===== config.mk =====
export PLATFORM = sky130hd
export DESIGN_NAME = seq_multiplier
export DESIGN_NICKNAME = d
export VERILOG_FILES = /design/src/rtl/seq_multiplier.sv
export SDC_FILE = /design/constraint.sdc
export NUM_CORES = 1
export LEC_CHECK = 0
export BUFFER_PORTS_ARGS = -buffer_cell sky130_fd_sc_hd__buf_4
export CORE_MARGIN = 1
export CORE_UTILIZATION = 28
export DETAILED_ROUTE_END_ITERATION = 10
export GPL_TIMING_DRIVEN = 0
export PLACE_DENSITY_LB_ADDON = 0.25
export RECOVER_POWER = 100
export SLEW_MARGIN = 25
export SYNTH_ARGS = -nofsm -noshare
export SYNTH_HDL_FRONTEND = slang
export SYNTH_SLANG_ARGS = --single-unit

===== constraint.sdc =====
create_clock -name clk -period 5.6 [get_ports clk]
set_clock_uncertainty 0.1 [all_clocks]
set_input_delay 0.56 -clock clk [delete_from_list [all_inputs] [get_ports clk]]
set_output_delay 0.56 -clock clk [all_outputs]
set_load 0.005 [all_outputs]

===== src/rtl/seq_multiplier.sv =====
// Iterative radix-2 shift-add multiplier: one partial product per cycle,
// signed operands handled by magnitude multiply plus a final negate.
module seq_multiplier #(
  parameter int WIDTH = 32
) (
  input  logic             clk,
  input  logic             reset,
  input  logic             start,
  input  logic             isSigned,
  input  logic [WIDTH-1:0] X,
  input  logic [WIDTH-1:0] Y,
  output logic             busy,
  output logic             done,
  output logic [WIDTH-1:0] Z,
  output logic [WIDTH-1:0] ZHi
);

  localparam int CW = (WIDTH > 1) ? $clog2(WIDTH) : 1;

  typedef enum logic [1:0] {IDLE, RUN, FIX, DONE} state_e;

  state_e             state_q,  state_d;
  logic [CW-1:0]      count_q,  count_d;
  logic [WIDTH-1:0]   mcand_q,  mcand_d;
  logic [WIDTH-1:0]   mplier_q, mplier_d;
  logic [2*WIDTH-1:0] acc_q,    acc_d;
  logic [2*WIDTH-1:0] prod_q,   prod_d;
  logic               neg_q,    neg_d;
  logic               done_q,   done_d;
  logic [WIDTH:0]     sum;

  always_comb begin
    // NOTE: every signal gets its hold value first so no path leaves it unassigned (no latches).
    state_d  = state_q;
    count_d  = count_q;
    mcand_d  = mcand_q;
    mplier_d = mplier_q;
    acc_d    = acc_q;
    prod_d   = prod_q;
    neg_d    = neg_q;
    done_d   = 1'b0;

    // Upper half plus the selected partial product; the carry is bit WIDTH.
    sum = {1'b0, acc_q[2*WIDTH-1:WIDTH]} + {1'b0, (mplier_q[0] ? mcand_q : '0)};

    unique case (state_q)
      IDLE, DONE: begin
        if (start) begin
          // Magnitude of the most negative value wraps to itself, which reads correctly as unsigned.
          mcand_d  = (isSigned && X[WIDTH-1]) ? -X : X;
          mplier_d = (isSigned && Y[WIDTH-1]) ? -Y : Y;
          neg_d    = isSigned & (X[WIDTH-1] ^ Y[WIDTH-1]);
          acc_d    = '0;
          count_d  = '0;
          state_d  = RUN;
        end else begin
          state_d = IDLE;
        end
      end
      RUN: begin
        acc_d    = {sum, acc_q[WIDTH-1:1]};
        mplier_d = mplier_q >> 1;
        count_d  = count_q + 1'b1;
        if (count_q == CW'(WIDTH - 1)) state_d = FIX;
      end
      FIX: begin
        prod_d  = neg_q ? -acc_q : acc_q;
        done_d  = 1'b1;
        state_d = DONE;
      end
      default: state_d = IDLE;
    endcase
  end

  // NOTE: every register, datapath included, is cleared by reset so an aborted operation leaves nothing behind.
  always_ff @(posedge clk or posedge reset) begin
    if (reset) begin
      state_q  <= IDLE;
      count_q  <= '0;
      mcand_q  <= '0;
      mplier_q <= '0;
      acc_q    <= '0;
      prod_q   <= '0;
      neg_q    <= 1'b0;
      done_q   <= 1'b0;
    end else begin
      // NOTE: non-blocking so every flop samples the pre-edge values of the others.
      state_q  <= state_d;
      count_q  <= count_d;
      mcand_q  <= mcand_d;
      mplier_q <= mplier_d;
      acc_q    <= acc_d;
      prod_q   <= prod_d;
      neg_q    <= neg_d;
      done_q   <= done_d;
    end
  end

  assign busy = (state_q == RUN) || (state_q == FIX);
  assign done = done_q;
  assign Z    = prod_q[WIDTH-1:0];
  assign ZHi  = prod_q[2*WIDTH-1:WIDTH];

endmodule

==> impl_results.md, run 1 <==
* Status: finished, violations left
* Failing checks: capacitance limit, slew limit
* Mux contribution to synthesized area at 1.18%
* Top-count cell post-synth: nand2_1
* Via-to-Cell Ratio at 4.84
* Starting Density at 28.6%
* Worst Tran Pin Value at 1.63 ns
* Met2 Use GR at 27.4%
* Grt total ovfl at 0
* Worst hold stages at 3
* Unique masters post-synth at 58
* Chip height at 210 µm
* Syn avg cell area at 8.41 µm²
* Fmax at 240 MHz
* I/O pins at 134
* Final hold vios at 0
* Vias in the first global route at 10,600
* Number of gates resized after cts at 0
* DP HPWL at 29,000 µm
* Routed vias at 10,600
* WL final at 36,900 µm
* R2r startpoint: mplier_q[0]
* Crit share post-route at 74.5%
* GRT Max-Usage Layer: met2
* Mapped cell area at 12,100 µm²
* CP Buf/Inv Count at 2
* Worst setup SP type: register
* Synth warn at 0
* Hold path start: X[25]
* Fraction of layout cells with a size suffix above 1 at 9.70%
* Number of flops mapped to enable cells by yosys at 0
* Pin count of the biggest net entering global routing at 31
* CTS tree: done
* Setup crit end kind: register
* Area Growth Syn to Fin at 20.1%
* Clock latency on the worst-skew pair at 0.53 ns
* Switching share of power at 45.7%
* Nets at 1,714
* Final Slew Violations at 113
* Setup TNS at 0 ns
* Largest family of logic cells by synthesized area: simple AND/OR/NAND/NOR gates
* Cell row count at 75
* Filler cells at 4,514
* Power Density at 548 nW/µm²
* Pwr Total at 7.97 mW
* Gr usage total at 16.8%
* Sequential cell area fraction in the yosys report at 41.5%
* CP Max Fanout at 10
* # clock sinks at 201
* Routed Antenna Nets at 0
* Max cap viols at 4
* Sequential Power Share at 31.5%
* Flops & latches, synth at 201
* CP Class: reg -> reg
* Critical Path RT at 5.88 ns
* Critical path's slowest cell: o41ai_1
* Post-synthesis adder-cell area fraction at 4.20%
* Die width at 210 µm
* Combinational share of power at 49.8%
* Worst r2r dst: acc_q[55]
* Area contributors post-synth: dfrtp_1 42%, xor2_1 7.2%, nand2_1 6.8%
* Synth async-reset ratio at 100%
* Synth top cells by count: 220 x nand2_1, 201 x dfrtp_1, 139 x o21ai_0, 136 x a21oi_1, 133 x nor2_1
* Worst EP arrival at 4.46 ns
* Die Area at 44,100 µm²
* Post-Synth XOR/XNOR Area at 10.5%
* Syn_nets at 1,547
* Switching Power at 3.64 mW
* Worst Hold End: mcand_q[25]
* Total core area at 42,300 µm²
* Power share of the clock group at 18.6%
* Min Tclk post-route at 4.17 ns
* Compound-gate portion of the synthesized area at 18.3%
* Grt met1 use at 23.9%
* Top-area cell type share of the netlist area at 41.5%
* R2R cell count at 12
* Drt first pass iters at 5
* H-tree Lvls at 1
* Root buf cell: clkbuf_16
* First-pass GRT wire length at 59,700 µm
* Antenna fix cells at 0
* Hold/Removal Path Class: in -> reg
* # DRC at 0
* RSZ-0062 raised after global routing: false
* Total CTS buffers at 24
* DR WL/cell at 16.8 µm
* Clk buf depth at 3
* Crit path largest cell delay at 0.95 ns
* Met3 usage at 2.28%
* Leakage at 6.47 nW
* Post-Synthesis Cells at 1,439
* Initial antenna violation count at 0
* Yosys top cell by area: dfrtp_1
* Internal power at 4.33 mW
* Most used DFF post-synth: dfrtp_1
* Iter 0 DRT Violations at 847
* Worst-path clk slew at 0.06 ns
* Area share of and/or/nand/nor cells after synthesis at 21.1%
* Critical path cell sequence: clkbuf_1, and2_0, ha_1, inv_1, fa_1, nor2b_1, o211ai_1, a21oi_1, o21ai_0, o41ai_1, xnor2_1, o21ai_0
* R2R Setup Slk at 1.43 ns
* VDD IR-drop max at 0.000261 V
* IO buf count at 133
* Routability Congestion at 0.835
* Most frequent CP cell: o21ai_0
* Slew HR at -8.69%
* Endpoints failing setup at 0
* CP delay by family, top: compound AO/OA/AOI/OAI gates
==> layout make-up <==
| cell class | count | area [µm²] | area share [%] |
|---|---|---|---|
| buffer | 75 | 282 | 1.94 |
| inverter | 26 | 98.8 | 0.680 |
| clock inverter | 4 | 35.0 | 0.241 |
| timing repair buffer | 141 | 1010 | 6.93 |
| clock buffer | 34 | 708 | 4.87 |
| multi-input combinational | 1137 | 6660 | 45.8 |
| sequential | 201 | 5030 | 34.6 |
| tap | 577 | 722 | 4.96 |
==> worst reg2reg max path: cells and delay by family, from the launching register on <==
kind | cells | cell delay (ns)
xor gates and xnor gates | 1 | 0.22
buffers and inverters | 2 | 0.37
DFF | 1 | 0.44
AOI/OAI and AO/OA | 5 | 1.83
and+or+nand+nor | 2 | 0.45
adders and majority gates | 2 | 0.62
==> power groups by stage <==
stage,combinational [mW],clock [mW],sequential [mW]
after floorplan,2.65,0,2.40
after global placement,4.07,0,2.53
after detailed placement,4.14,0,2.54
after CTS,4.16,1.53,2.52
after global routing,4.49,1.60,2.59
final,3.97,1.49,2.51
==> sequential cells by signal (all words and copies together), names as in the netlist <==
signal / count
acc_q: 64
state_q: 2
mplier_q: 32
mcand_q: 32
prod_q: 64
neg_q: 1
done: 1
count_q: 5
==> timing repair <==
item                                   4_1_cts  5_1_grt
buffers inserted                             0        0
hold buffers                                 1        0
endpoints found under the hold margin        9        0
==> stage by stage <==
stage	hold slack, ns	instances	area [µm²]	worst slack (ns)	utilization (%)
6_report	0.238	2195	14500	1.43	34.4
5_1_grt	0.234	2195	14500	0.864	34.4
4_1_cts	0.221	2195	14700	1.42	34.8
3_5_place_dp	0.365	2156	14000	1.43	33.0
3_3_place_gp	0.357	2149	13800	0.898	32.7
2_1_floorplan	0.342	1439	12100	2.34	-
==> worst max-delay path by stage <==
stage,startpoint,endpoint,cells past startpoint
floorplan,reset,acc_q[0],1
global placement,reset,mplier_q[7],2
detailed placement,mplier_q[0],acc_q[59],12
CTS,mplier_q[0],acc_q[59],12
global route,reset,acc_q[3],7
finish,mplier_q[0],acc_q[55],12
==> cell usage in the layout (no fill, tap or decap), types with 4 or more instances in the layout <==
cell       count
nor2b_1        9
nand3_1       53
a21oi_1      136
a21o_1         5
xor2_1        99
nand2_1      220
o21a_1         5
a31oi_1        9
clkbuf_8       7
nor3_1        21
o31ai_1       36
clkbuf_16     24
ha_1          39
nor4_1         6
and3_1         7
o21ai_0      143
clkbuf_1     102
mux2i_1       12
or4_1         11
and2_1        32
clkbuf_4      47
nand4_1       12
xnor2_1       46
dfrtp_1      201
buf_4         64
o41ai_1       16
o22ai_1        7
a22oi_1        4
nand2b_1      13
o211ai_1       7
nor2_1       133
inv_1         24
or2_2          4
or3_1         16
==> cells by family after synthesis <==
family          after synthesis
simple gates                554
compound gates              384
flops                       201
xor+xnor                    145
buf+inv                     101
fa+ha+maj                    40
mux                          14
==> per-layer routing <==
metal / vias up / part of all wire [%] / routed length [µm]
met3: 28 / 3.4 / 1260
met1: 5093 / 49 / 18100
met5: - / 0 / 0
li1: 5346 / - / -
met4: 0 / 1.0 / 369
met2: 150 / 47 / 17200
(Power assumes the default switching activity.)
==> run 2: changes to the inputs <==
==> constraint.sdc (replaced) <==
create_clock -name clk -period 3.7 [get_ports clk]
set_clock_uncertainty 0.1 [all_clocks]
set_input_delay 0.37 -clock clk [delete_from_list [all_inputs] [get_ports clk]]
set_output_delay 0.37 -clock clk [all_outputs]
set_load 0.005 [all_outputs]
==> run 2 against run 1 <==
- the run still ends with capacitance limit, slew limit left
- maximum frequency increased by 17%
- worst hold slack got worse by 0.19 ns
- first-iteration DRC count decreased by 1.8%
- critical path type unchanged
- register-to-register slack worse by 1.3 ns
- utilization increased by 0.15 points
- critical endpoint is now prod_q[44]
- count of clock-buffer cells in the layout did not move
==> impl_results.md, run 2 (same netlist as run 1, synthesis figures left out) <==
* Worst Hold End: mcand_q[25]
* R2R cell count at 8 (-4)
* Final hold vios at 0 (unchanged)
* Gr usage total at 16.8% (about the same)
* Commonest cells after routing, fill and taps aside: 220 x nand2_1, 201 x dfrtp_1, 141 x o21ai_0
* Fin area at 14,600 µm² (+0.45%)
* Worst Tran Pin Value at 1.71 ns (+0.0800 ns)
* CTS tree: done
* WL met3 at 1220 µm (-2.9%)
* Critical Path RT at 3.97 ns (-1.91 ns)
* WL final at 36,900 µm (+0.13%)
* Die width at 210 µm (unchanged)
* Registers with the most flip-flops: acc_q: 64 flops, prod_q: 64 flops
* Met1 wire length at 18,200 µm (+0.88%)
* Initial antenna violation count at 0 (unchanged)
* Drt first pass iters at 5 (unchanged)
* Crit share post-route at 96.4% (+22 points)
* Pin count of the biggest net entering global routing at 31 (unchanged)
* RSZ-0062 raised after global routing: false
* R2r startpoint: acc_q[16]
* Uppermost layer routed: met4
* Setup crit end kind: register
* Die Area at 44,100 µm² (unchanged)
* Critical path's slowest cell: or4_1
* Antenna fix cells at 0 (unchanged)
* Starting Density at 28.6% (unchanged)
* Setup TNS at 0 ns (unchanged)
* Post-route insts no fill at 2,197 (+0.091%)
* Failing checks: capacitance limit, slew limit
* Endpoints failing setup at 0 (unchanged)
* Hold path start: X[25]
* Via-to-Cell Ratio at 4.84 (+0.14%)
* CP Class: reg -> reg
* Worst-path clk slew at 0.06 ns (about the same)
* Iter 0 DRT Violations at 832 (-1.8%)
* Clk buf depth at 3 (unchanged)
* First-pass GRT wire length at 59,700 µm (about the same)
* Cell row count at 75 (unchanged)
* Fmax at 281 MHz (+17%)
* # DRC at 0 (unchanged)
* Most frequent CP cell: or4_1
* H-tree Lvls at 1 (unchanged)
* Commonest non-fill, non-tap cell in the layout: nand2_1
* Placed Area at 14,000 µm² (unchanged)
* IO buf count at 133 (unchanged)
* Clock latency on the worst-skew pair at 0.53 ns (about the same)
* Leakage at 6.51 nW (+0.65%)
* Final Slew Violations at 58 (-49%)
* Status: finished, violations left
* Root buf cell: clkbuf_16
* Routed vias at 10,600 (+0.24%)
* Worst hold stages at 3 (unchanged)
* Slew HR at -14.0% (-5.3 points)
* Grt total ovfl at 0 (unchanged)
* Routability Congestion at 0.835 (unchanged)
* DR WL/cell at 16.8 µm (about the same)
* Power Density at 828 nW/µm² (+51%)
* Crit path largest cell delay at 0.63 ns (-0.32 ns)
* Chip height at 210 µm (unchanged)
* Placed cell count at 2,156 (unchanged)
* I/O pins at 134 (unchanged)
* Critical path cell sequence: or4_1, or3_1, or2_0, clkbuf_1, or4_1, o41ai_2, xor2_1, a21oi_1
* CP Max Fanout at 7 (-3)
* # clock sinks at 201 (unchanged)
* Hold/Removal Path Class: in -> reg
* DP HPWL at 29,000 µm (unchanged)
* Worst setup SP type: register
* Total CTS buffers at 24 (unchanged)
* Nets at 1,716 (+0.12%)
* R2R Setup Slk at 0.14 ns (-1.29 ns)
* Routed Antenna Nets at 0 (unchanged)
* Total core area at 42,300 µm² (unchanged)
* Max cap viols at 2 (-2)
* Fraction of layout cells with a size suffix above 1 at 10.2% (+0.54 points)
* Vias in the first global route at 10,600 (+0.076%)
* VDD IR-drop max at 0.000397 V (+52%)
* Worst EP arrival at 3.84 ns (-0.62 ns)
* Min Tclk post-route at 3.56 ns (-0.607 ns)
* Area Growth Syn to Fin at 20.7%
* Worst r2r dst: prod_q[44]
* DR WL met2 at 17,100 µm (-0.42%)
## run 2: worst max-delay path by stage
stage	cells after the start	start	slack (ns)	endpoint
2_1_floorplan	12	mplier_q[0]	0.55	acc_q[59]
3_3_place_gp	2	reset	-0.81	mplier_q[7]
3_5_place_dp	12	mplier_q[0]	-0.47	acc_q[59]
4_1_cts	9	acc_q[1]	0.07	prod_q[48]
5_1_grt	10	mplier_q[0]	0.02	acc_q[60]
6_report	8	acc_q[16]	0.14	prod_q[44]
## run 2: layout make-up
cell class                      instances  area [µm²]
Inverter                               26        98.8
Buffer                                 75         283
Tap cell                              577         722
Multi-Input combinational cell       1137        6700
Sequential cell                       201        5030
Clock buffer                           34         708
Fill cell                            4509       27700
Timing Repair Buffer                  143        1030
Clock inverter                          4        35.0
## run 2: critical path: cells and delay by family, from the launching register on
kind	cells	cell delay [ns]
XOR/XNOR	1	0.19
AO/OA/AOI/OAI	2	0.44
buffers and inverters	1	0.20
flip-flops	1	0.46
AND/OR/NAND/NOR	4	2.04
## run 2: per-layer routing
layer / global-route usage, % / up-vias
met5: 0 / -
met4: 2.67 / 0
met3: 2.28 / 28
met2: 27.4 / 142
met1: 24.0 / 5125
li1: - / 5347
## run 2: stage by stage
stage                     hold slack [ns]  util (%)  worst slack, ns  power, mW
after floorplan                     0.342         -            0.554       7.64
after global routing               0.0438      34.5           0.0184       13.1
after detailed placement            0.360      33.0           -0.474       10.1
after CTS                          0.0305      34.9           0.0709       12.4
after global placement              0.357      32.7           -0.812       9.99
final                              0.0477      34.5            0.135       12.1
## run 2: power breakdown
part	switching, mW	internal (mW)
combinational	3.91	2.13
sequential	0.700	3.11
clock	0.932	1.32
total	5.54	6.56
## run 2: repair_timing
| action | 4_1_cts | 5_1_grt |
|---|---|---|
| gates resized for setup | 1 | 6 |
| pin swaps | 1 | 1 |
| setup buffers | 1 | 1 |
| hold buffers | 1 | 0 |
| endpoints found under the setup margin | 3 | 17 |
| endpoints found under the hold margin | 19 | 0 |
